### config.mk
export PLATFORM = sky130hd
export DESIGN_NAME = des_core_arbiter_flat
export DESIGN_NICKNAME = d
export VERILOG_FILES = /design/src/rtl/des_pkg.sv /design/src/rtl/des_core_arbiter_if.sv /design/src/rtl/rr_arbiter2.sv /design/src/rtl/des_core_arbiter.sv /design/src/flat_wrapper.sv
export SDC_FILE = /design/constraint.sdc
export NUM_CORES = 1
export LEC_CHECK = 0
export CELL_PAD_IN_SITES_DETAIL_PLACEMENT = 1
export CELL_PAD_IN_SITES_GLOBAL_PLACEMENT = 1
export CORE_AREA = 4 4 229 231
export DETAILED_ROUTE_END_ITERATION = 16
export DIE_AREA = 0 0 233 235
export GPL_TIMING_DRIVEN = 0
export HOLD_SLACK_MARGIN = 0.15
export PLACE_DENSITY_LB_ADDON = 0.2
export SLEW_MARGIN = 20
export SYNTH_ARGS = -nofsm -noshare
export SYNTH_HDL_FRONTEND = slang
export SYNTH_SLANG_ARGS = --single-unit
### constraint.sdc
create_clock -name clk -period 2.2 [get_ports clk]
set_input_delay 0.22 -clock clk [delete_from_list [all_inputs] [get_ports clk]]
set_output_delay 0.22 -clock clk [all_outputs]
set_load 0.03 [all_outputs]
### src/rtl/des_pkg.sv
// Shared constants, state encoding and job record for the DES core arbiter.
package des_pkg;

    localparam int DES_BLK_W           = 64;
    localparam int DES_TIMEOUT_DEFAULT = 24;
    localparam int DES_NREQ            = 2;

    localparam logic [1:0] ST_IDLE  = 2'd0;
    localparam logic [1:0] ST_ISSUE = 2'd1;
    localparam logic [1:0] ST_WAIT  = 2'd2;
    localparam logic [1:0] ST_RESP  = 2'd3;

    typedef struct packed {
        logic [DES_BLK_W-1:0] key;
        logic [DES_BLK_W-1:0] data;
        logic                 decrypt;
    } des_job_t;

    function automatic logic [1:0] idx_to_onehot(input logic idx);
        return idx ? 2'b10 : 2'b01;
    endfunction

endpackage

### src/rtl/des_core_arbiter_if.sv
// Requester job/response bundle plus the shared DES core handshake.
interface des_core_arbiter_if;
    import des_pkg::*;

    logic [DES_NREQ-1:0]                req_valid;
    logic [DES_NREQ-1:0]                req_ready;
    logic [DES_NREQ-1:0][DES_BLK_W-1:0] req_key;
    logic [DES_NREQ-1:0][DES_BLK_W-1:0] req_data;
    logic [DES_NREQ-1:0]                req_decrypt;
    logic [DES_NREQ-1:0]                rsp_valid;
    logic [DES_NREQ-1:0][DES_BLK_W-1:0] rsp_data;
    logic [DES_NREQ-1:0]                rsp_error;

    logic                               core_start;
    logic                               core_key_ready;
    logic                               core_data_ready;
    logic [DES_BLK_W-1:0]               core_key;
    logic [DES_BLK_W-1:0]               core_data;
    logic                               core_decrypt;
    logic                               core_done;
    logic                               core_error;
    logic [DES_BLK_W-1:0]               core_dout;
    logic                               busy;

    modport slave (
        input  req_valid, req_key, req_data, req_decrypt,
               core_done, core_error, core_dout,
        output req_ready, rsp_valid, rsp_data, rsp_error,
               core_start, core_key_ready, core_data_ready,
               core_key, core_data, core_decrypt, busy
    );

    modport master (
        output req_valid, req_key, req_data, req_decrypt,
               core_done, core_error, core_dout,
        input  req_ready, rsp_valid, rsp_data, rsp_error,
               core_start, core_key_ready, core_data_ready,
               core_key, core_data, core_decrypt, busy
    );

endinterface

### src/rtl/rr_arbiter2.sv
// Two-way round-robin grant: combinational pick plus the last-grant pointer.
module rr_arbiter2 (
    input  logic       clk,
    input  logic       rst,
    input  logic [1:0] req,
    input  logic       advance,
    output logic       grant_valid,
    output logic       grant_idx
);

    logic last_q;

    // Pointer resets to 1 so requester 0 wins the first contended grant.
    always_ff @(posedge clk) begin
        if (rst) begin
            last_q <= 1'b1;
        end else if (advance) begin
            last_q <= grant_idx;
        end
    end

    assign grant_valid = |req;
    assign grant_idx   = (&req) ? ~last_q : req[1];

endmodule

### src/rtl/des_core_arbiter.sv
// Shares one DES core between two requesters: round-robin grant, single-cycle
// start pulse, bounded wait for the core, and per-requester sticky responses.
module des_core_arbiter
    import des_pkg::*;
#(
    parameter int TIMEOUT = DES_TIMEOUT_DEFAULT,
    parameter int NREQ    = DES_NREQ
) (
    input  logic              clk,
    input  logic              rst,
    des_core_arbiter_if.slave bus
);

    localparam int CNT_W = $clog2(TIMEOUT + 1);

    logic [1:0]                     state;
    logic [CNT_W-1:0]               wait_cnt;
    des_job_t                       job_q;
    logic                           owner_q;
    logic [NREQ-1:0]                rsp_error_q;
    logic [NREQ-1:0][DES_BLK_W-1:0] rsp_data_q;

    logic grant_valid;
    logic grant_idx;
    logic take;
    logic timed_out;

    assign take      = (state == ST_IDLE) && grant_valid && !rst;
    assign timed_out = (wait_cnt == CNT_W'(TIMEOUT));

    rr_arbiter2 u_rr (
        .clk         (clk),
        .rst         (rst),
        .req         (bus.req_valid),
        .advance     (take),
        .grant_valid (grant_valid),
        .grant_idx   (grant_idx)
    );

    // wait_cnt counts cycles since core_start, so a timeout lands TIMEOUT cycles after it.
    always_ff @(posedge clk) begin
        if (rst) begin
            state       <= ST_IDLE;
            wait_cnt    <= '0;
            job_q       <= '0;
            owner_q     <= 1'b0;
            rsp_data_q  <= '0;
            rsp_error_q <= '0;
        end else begin
            case (state)
                ST_IDLE: begin
                    wait_cnt <= '0;
                    if (grant_valid) begin
                        job_q.key     <= bus.req_key[grant_idx];
                        job_q.data    <= bus.req_data[grant_idx];
                        job_q.decrypt <= bus.req_decrypt[grant_idx];
                        owner_q       <= grant_idx;
                        state         <= ST_ISSUE;
                    end
                end
                ST_ISSUE: begin
                    wait_cnt <= wait_cnt + 1'b1;
                    state    <= ST_WAIT;
                end
                ST_WAIT: begin
                    if (bus.core_error) begin
                        rsp_data_q[owner_q]  <= '0;
                        rsp_error_q[owner_q] <= 1'b1;
                        state                <= ST_RESP;
                    end else if (bus.core_done) begin
                        rsp_data_q[owner_q]  <= bus.core_dout;
                        rsp_error_q[owner_q] <= 1'b0;
                        state                <= ST_RESP;
                    end else if (timed_out) begin
                        rsp_data_q[owner_q]  <= '0;
                        rsp_error_q[owner_q] <= 1'b1;
                        state                <= ST_RESP;
                    end else begin
                        wait_cnt <= wait_cnt + 1'b1;
                    end
                end
                ST_RESP: begin
                    state <= ST_IDLE;
                end
                default: begin
                    state <= ST_IDLE;
                end
            endcase
        end
    end

    // Outputs are forced low while rst is high so nothing leaks during reset.
    assign bus.req_ready       = take ? idx_to_onehot(grant_idx) : '0;
    assign bus.rsp_valid       = ((state == ST_RESP) && !rst) ? idx_to_onehot(owner_q) : '0;
    assign bus.rsp_data        = rst ? '0 : rsp_data_q;
    assign bus.rsp_error       = rst ? '0 : rsp_error_q;
    assign bus.core_start      = (state == ST_ISSUE) && !rst;
    assign bus.core_key_ready  = ((state == ST_ISSUE) || (state == ST_WAIT)) && !rst;
    assign bus.core_data_ready = ((state == ST_ISSUE) || (state == ST_WAIT)) && !rst;
    assign bus.core_key        = rst ? '0 : job_q.key;
    assign bus.core_data       = rst ? '0 : job_q.data;
    assign bus.core_decrypt    = job_q.decrypt && !rst;
    assign bus.busy            = (state != ST_IDLE) && !rst;

endmodule

### src/flat_wrapper.sv
// flat-port wrapper written by rule: the top's interface ports become plain ports
module des_core_arbiter_flat import des_pkg::*;
#(
    parameter int TIMEOUT = DES_TIMEOUT_DEFAULT,
    parameter int NREQ    = DES_NREQ
)
  (clk, rst, bus_req_valid, bus_req_key, bus_req_data, bus_req_decrypt, bus_core_done, bus_core_error, bus_core_dout, bus_req_ready, bus_rsp_valid, bus_rsp_data, bus_rsp_error, bus_core_start, bus_core_key_ready, bus_core_data_ready, bus_core_key, bus_core_data, bus_core_decrypt, bus_busy);
  des_core_arbiter_if bus_i ();
  input  logic clk;
  input  logic rst;
  input wire logic [$bits(bus_i.req_valid)-1:0] bus_req_valid;
  input wire logic [$bits(bus_i.req_key)-1:0] bus_req_key;
  input wire logic [$bits(bus_i.req_data)-1:0] bus_req_data;
  input wire logic [$bits(bus_i.req_decrypt)-1:0] bus_req_decrypt;
  input wire logic [$bits(bus_i.core_done)-1:0] bus_core_done;
  input wire logic [$bits(bus_i.core_error)-1:0] bus_core_error;
  input wire logic [$bits(bus_i.core_dout)-1:0] bus_core_dout;
  output wire logic [$bits(bus_i.req_ready)-1:0] bus_req_ready;
  output wire logic [$bits(bus_i.rsp_valid)-1:0] bus_rsp_valid;
  output wire logic [$bits(bus_i.rsp_data)-1:0] bus_rsp_data;
  output wire logic [$bits(bus_i.rsp_error)-1:0] bus_rsp_error;
  output wire logic [$bits(bus_i.core_start)-1:0] bus_core_start;
  output wire logic [$bits(bus_i.core_key_ready)-1:0] bus_core_key_ready;
  output wire logic [$bits(bus_i.core_data_ready)-1:0] bus_core_data_ready;
  output wire logic [$bits(bus_i.core_key)-1:0] bus_core_key;
  output wire logic [$bits(bus_i.core_data)-1:0] bus_core_data;
  output wire logic [$bits(bus_i.core_decrypt)-1:0] bus_core_decrypt;
  output wire logic [$bits(bus_i.busy)-1:0] bus_busy;
  assign bus_i.req_valid = bus_req_valid;
  assign bus_i.req_key = bus_req_key;
  assign bus_i.req_data = bus_req_data;
  assign bus_i.req_decrypt = bus_req_decrypt;
  assign bus_i.core_done = bus_core_done;
  assign bus_i.core_error = bus_core_error;
  assign bus_i.core_dout = bus_core_dout;
  assign bus_req_ready = bus_i.req_ready;
  assign bus_rsp_valid = bus_i.rsp_valid;
  assign bus_rsp_data = bus_i.rsp_data;
  assign bus_rsp_error = bus_i.rsp_error;
  assign bus_core_start = bus_i.core_start;
  assign bus_core_key_ready = bus_i.core_key_ready;
  assign bus_core_data_ready = bus_i.core_data_ready;
  assign bus_core_key = bus_i.core_key;
  assign bus_core_data = bus_i.core_data;
  assign bus_core_decrypt = bus_i.core_decrypt;
  assign bus_busy = bus_i.busy;
  des_core_arbiter #(.TIMEOUT(TIMEOUT), .NREQ(NREQ)) u_core (.clk(clk), .rst(rst), .bus(bus_i));
endmodule
==> reports/metrics.yaml <==
timing:
  period_share_pct: 96.9
  min_period_ns: 2.13
  setup_viol: 0
  tightest_slew_ns: 0.704
  final_hold_viol_count: 0
  skew_ns: 0.0159
  drv_slew: 0
  hold_slack_ns: 0.204
  max_freq_ghz: 0.469
  rsz0062_at_grt: "yes"
  fin_ws_ns: 0.0686
  slew_headroom_pct: 53.1
logic_synthesis:
  syn_area_per_cell_um2: 8.65
  ys_types: 36
  synthCells: 1360
  ys_seq_area_share_pct: 45.6
  yosys-top-cells-count: "268 x dfxtp_1, 261 x nor2b_1, 260 x nand2_1"
  synth_warnings: 0
  yosysMostFrequentCell: "dfxtp_1"
  synth_top_area_cell: "dfxtp_1"
  syn_nets: 1695
  ys_seq_elements: 268
  synth_top_area_share_pct: 45.6
  syn_area_um2: 11800
  ys.flop_type: "dfxtp_1"
  synth_edf_count: 0
  post_synth_main_area_contributors: "dfxtp_1 46%, nor2b_1 14%, a22oi_1 13%"
  async_flop_share_pct: 0
clocking:
  clk_latency_ns: 0.55
  numCtsBuffers: 36
  clk_path_buf_depth: 3
  cts-root-buf: "clkbuf_16"
  cts_tree: "done"
  clkTransAtPathRegs_ns: 0.06
  cts_sinks: 268
  h-tree-depth: 2
  ctsHoldBuffers: 0
final_layout:
  drive_gt1_share_pct: 10.7
  nets: 2329
  areaGrowthSynthToFinish_pct: 69.4
  fin_util_pct: 39.8
  fin_cells: 2710
power:
  ir_worst_vdd_mv: 0.463
  power.density_nw_per_um2: 887
  leakagePower_nw: 8.28
routing:
  wl_um: 60600
  post_drt_wl_per_cell_um: 22.3
  drtIter0Drc: 472
  via_per_inst: 4.52
  firstDrtPassIters: 5
  ant_nets: 0
  vias: 12200
  drc: 0
grt:
  grt_util_all_layers_pct: 21.0
  grt_pass1_wl_um: 87300
  grt_antenna_before_repair: 28
  grt_pass1_vias: 13100
  grt_overflow_total: 0
  grt_start_max_net_pins: 12
worst_setup_path:
  worstPathArrival_ns: 1.91
  worstSetupPathType: "reg -> out"
  cp_max_fo: 5
  cp-start-kind: "flop"
  critPathLaunch: "u_core.state[0]"
  r2r-start: "u_core.state[0]"
  crit_path_end: "bus_req_ready[0]"
  reg2reg_to: "u_core.job_q[119]"
  reg2reg_depth: 9
  cp.required_ns: 1.98
  reg2reg_slack_ns: 0.20
  critPathCaptureType: "output pin"
die:
  fp.dieW_um: 233
  num_rows: 82
  core_area_um2: 50100
  fp.dieArea_um2: 54800
  io_pins: 595
  initial_core_util_pct: 23.5
  die_y_um: 235
placed_design:
  dp_worst_setup_slack_ns: -0.748
  dp_cells: 2625
  place_congestion: 0.834
  hpwlAfterDp_um: 47500
  io_buffers: 593
worst_hold_path:
  min_path_cells: 3
  hp-class: "in -> reg"
  holdCritStartpoint: "bus_req_key[70]"
outcome:
  outcome: "finished, final reports clean"
run:
  cap_violations: 0
-- where the power goes --
| part | internal [mW] | switching (mW) | total (mW) |
|---|---|---|---|
| clock network | 3.64 | 2.34 | 5.98 |
| logic | 2.48 | 3.12 | 5.61 |
| registers | 5.67 | 0.411 | 6.08 |
-- worst max-delay path, cell delays in order, from the launching register on --
cell     delay (ns)
dfxtp_4        0.37
inv_1          0.08
ha_4           0.17
nor2b_1        0.13
and3_1         0.18
buf_4          0.15
buf_8          0.12
buf_4          0.16
-- registers in the layout, indices dropped and copies added (netlist names), named ones only --
signal and cells:
u_core.rsp_data_q 128, u_core.state 2, u_core.job_q 129, u_core.wait_cnt 5
u_core.owner_q 1, u_core.u_rr.last_q 1
-- per-layer routing --
metal / vias up / wire length (um) / global-route usage (%)
li1: 5880 / - / -
met1: 5869 / 22300 / 22.0
met2: 369 / 30600 / 36.9
met3: 101 / 5900 / 9.27
met4: 20 / 1630 / 8.17
met5: - / 137 / 0
-- placed cells by master (no fill, tap or decap), types with 3 or more instances in the layout --
master / count
nor2b_1: 259
clkbuf_8: 10
nor3b_1: 4
ha_1: 6
nand2_1: 260
a22oi_2: 49
dlymetal6s2s_1: 27
nand3_1: 5
buf_2: 40
nor3_1: 3
clkbuf_1: 35
clkinv_2: 3
clkbuf_2: 17
a21oi_1: 5
nor2_1: 138
clkbuf_16: 37
inv_1: 6
diode_2: 17
clkdlybuf4s50_1: 538
buf_4: 23
a22oi_1: 207
inv_6: 3
dfxtp_1: 266
buf_6: 17
dlygate4sd2_1: 22
-- kinds of logic (layout without fill, tap and decap cells) --
family          after synthesis  after routing  share of synthesized area (%)
compound gates              275            275                           19.7
fa+ha+maj                     7              7                          0.745
buf+inv                     128            789                           6.02
flops                       268            268                           45.6
mux                           2              2                          0.170
other cells                   0             17                              0
simple gates                680            680                           27.8
-- cell type report --
cell class	count	area [um^2]
diodes	17	42.5
plain buffers	119	733
clock buffers	56	1090
clock inverters	9	110
fillers	5931	30100
inverters	8	30.0
multi-input cells	964	5710
flip-flops and latches	268	5370
well taps	672	841
repair buffers	597	6000
-- how the worst min path moves through the flow --
stage / to / slack (ns)
after global placement: u_core.job_q[37] / 0.45
after CTS: u_core.job_q[71] / 0.17
after floorplan: u_core.job_q[0] / 0.32
final: u_core.job_q[71] / 0.20
after detailed placement: u_core.job_q[120] / 0.45
after global routing: u_core.job_q[12] / 0.20
-- metrics by stage --
| step | cell area [um^2] | power [mW] | TNS, ns |
|---|---|---|---|
| detailed placement | 18500 | 11.7 | -47.47 |
| CTS | 19800 | 17.9 | 0 |
| global placement | 18500 | 11.6 | -46.41 |
| finish | 19900 | 17.7 | 0 |
| global route | 19900 | 18.6 | -0.0883 |
| floorplan | 11800 | 9.19 | 0 |
-- repair_timing --
item,in CTS,in global routing
pin swaps,1,0
resized for setup,81,42
buffers inserted,4,0
endpoints found under the hold margin,0,0
setup endpoints to repair,123,74
Note: power is estimated with default switching activity, not from simulation.
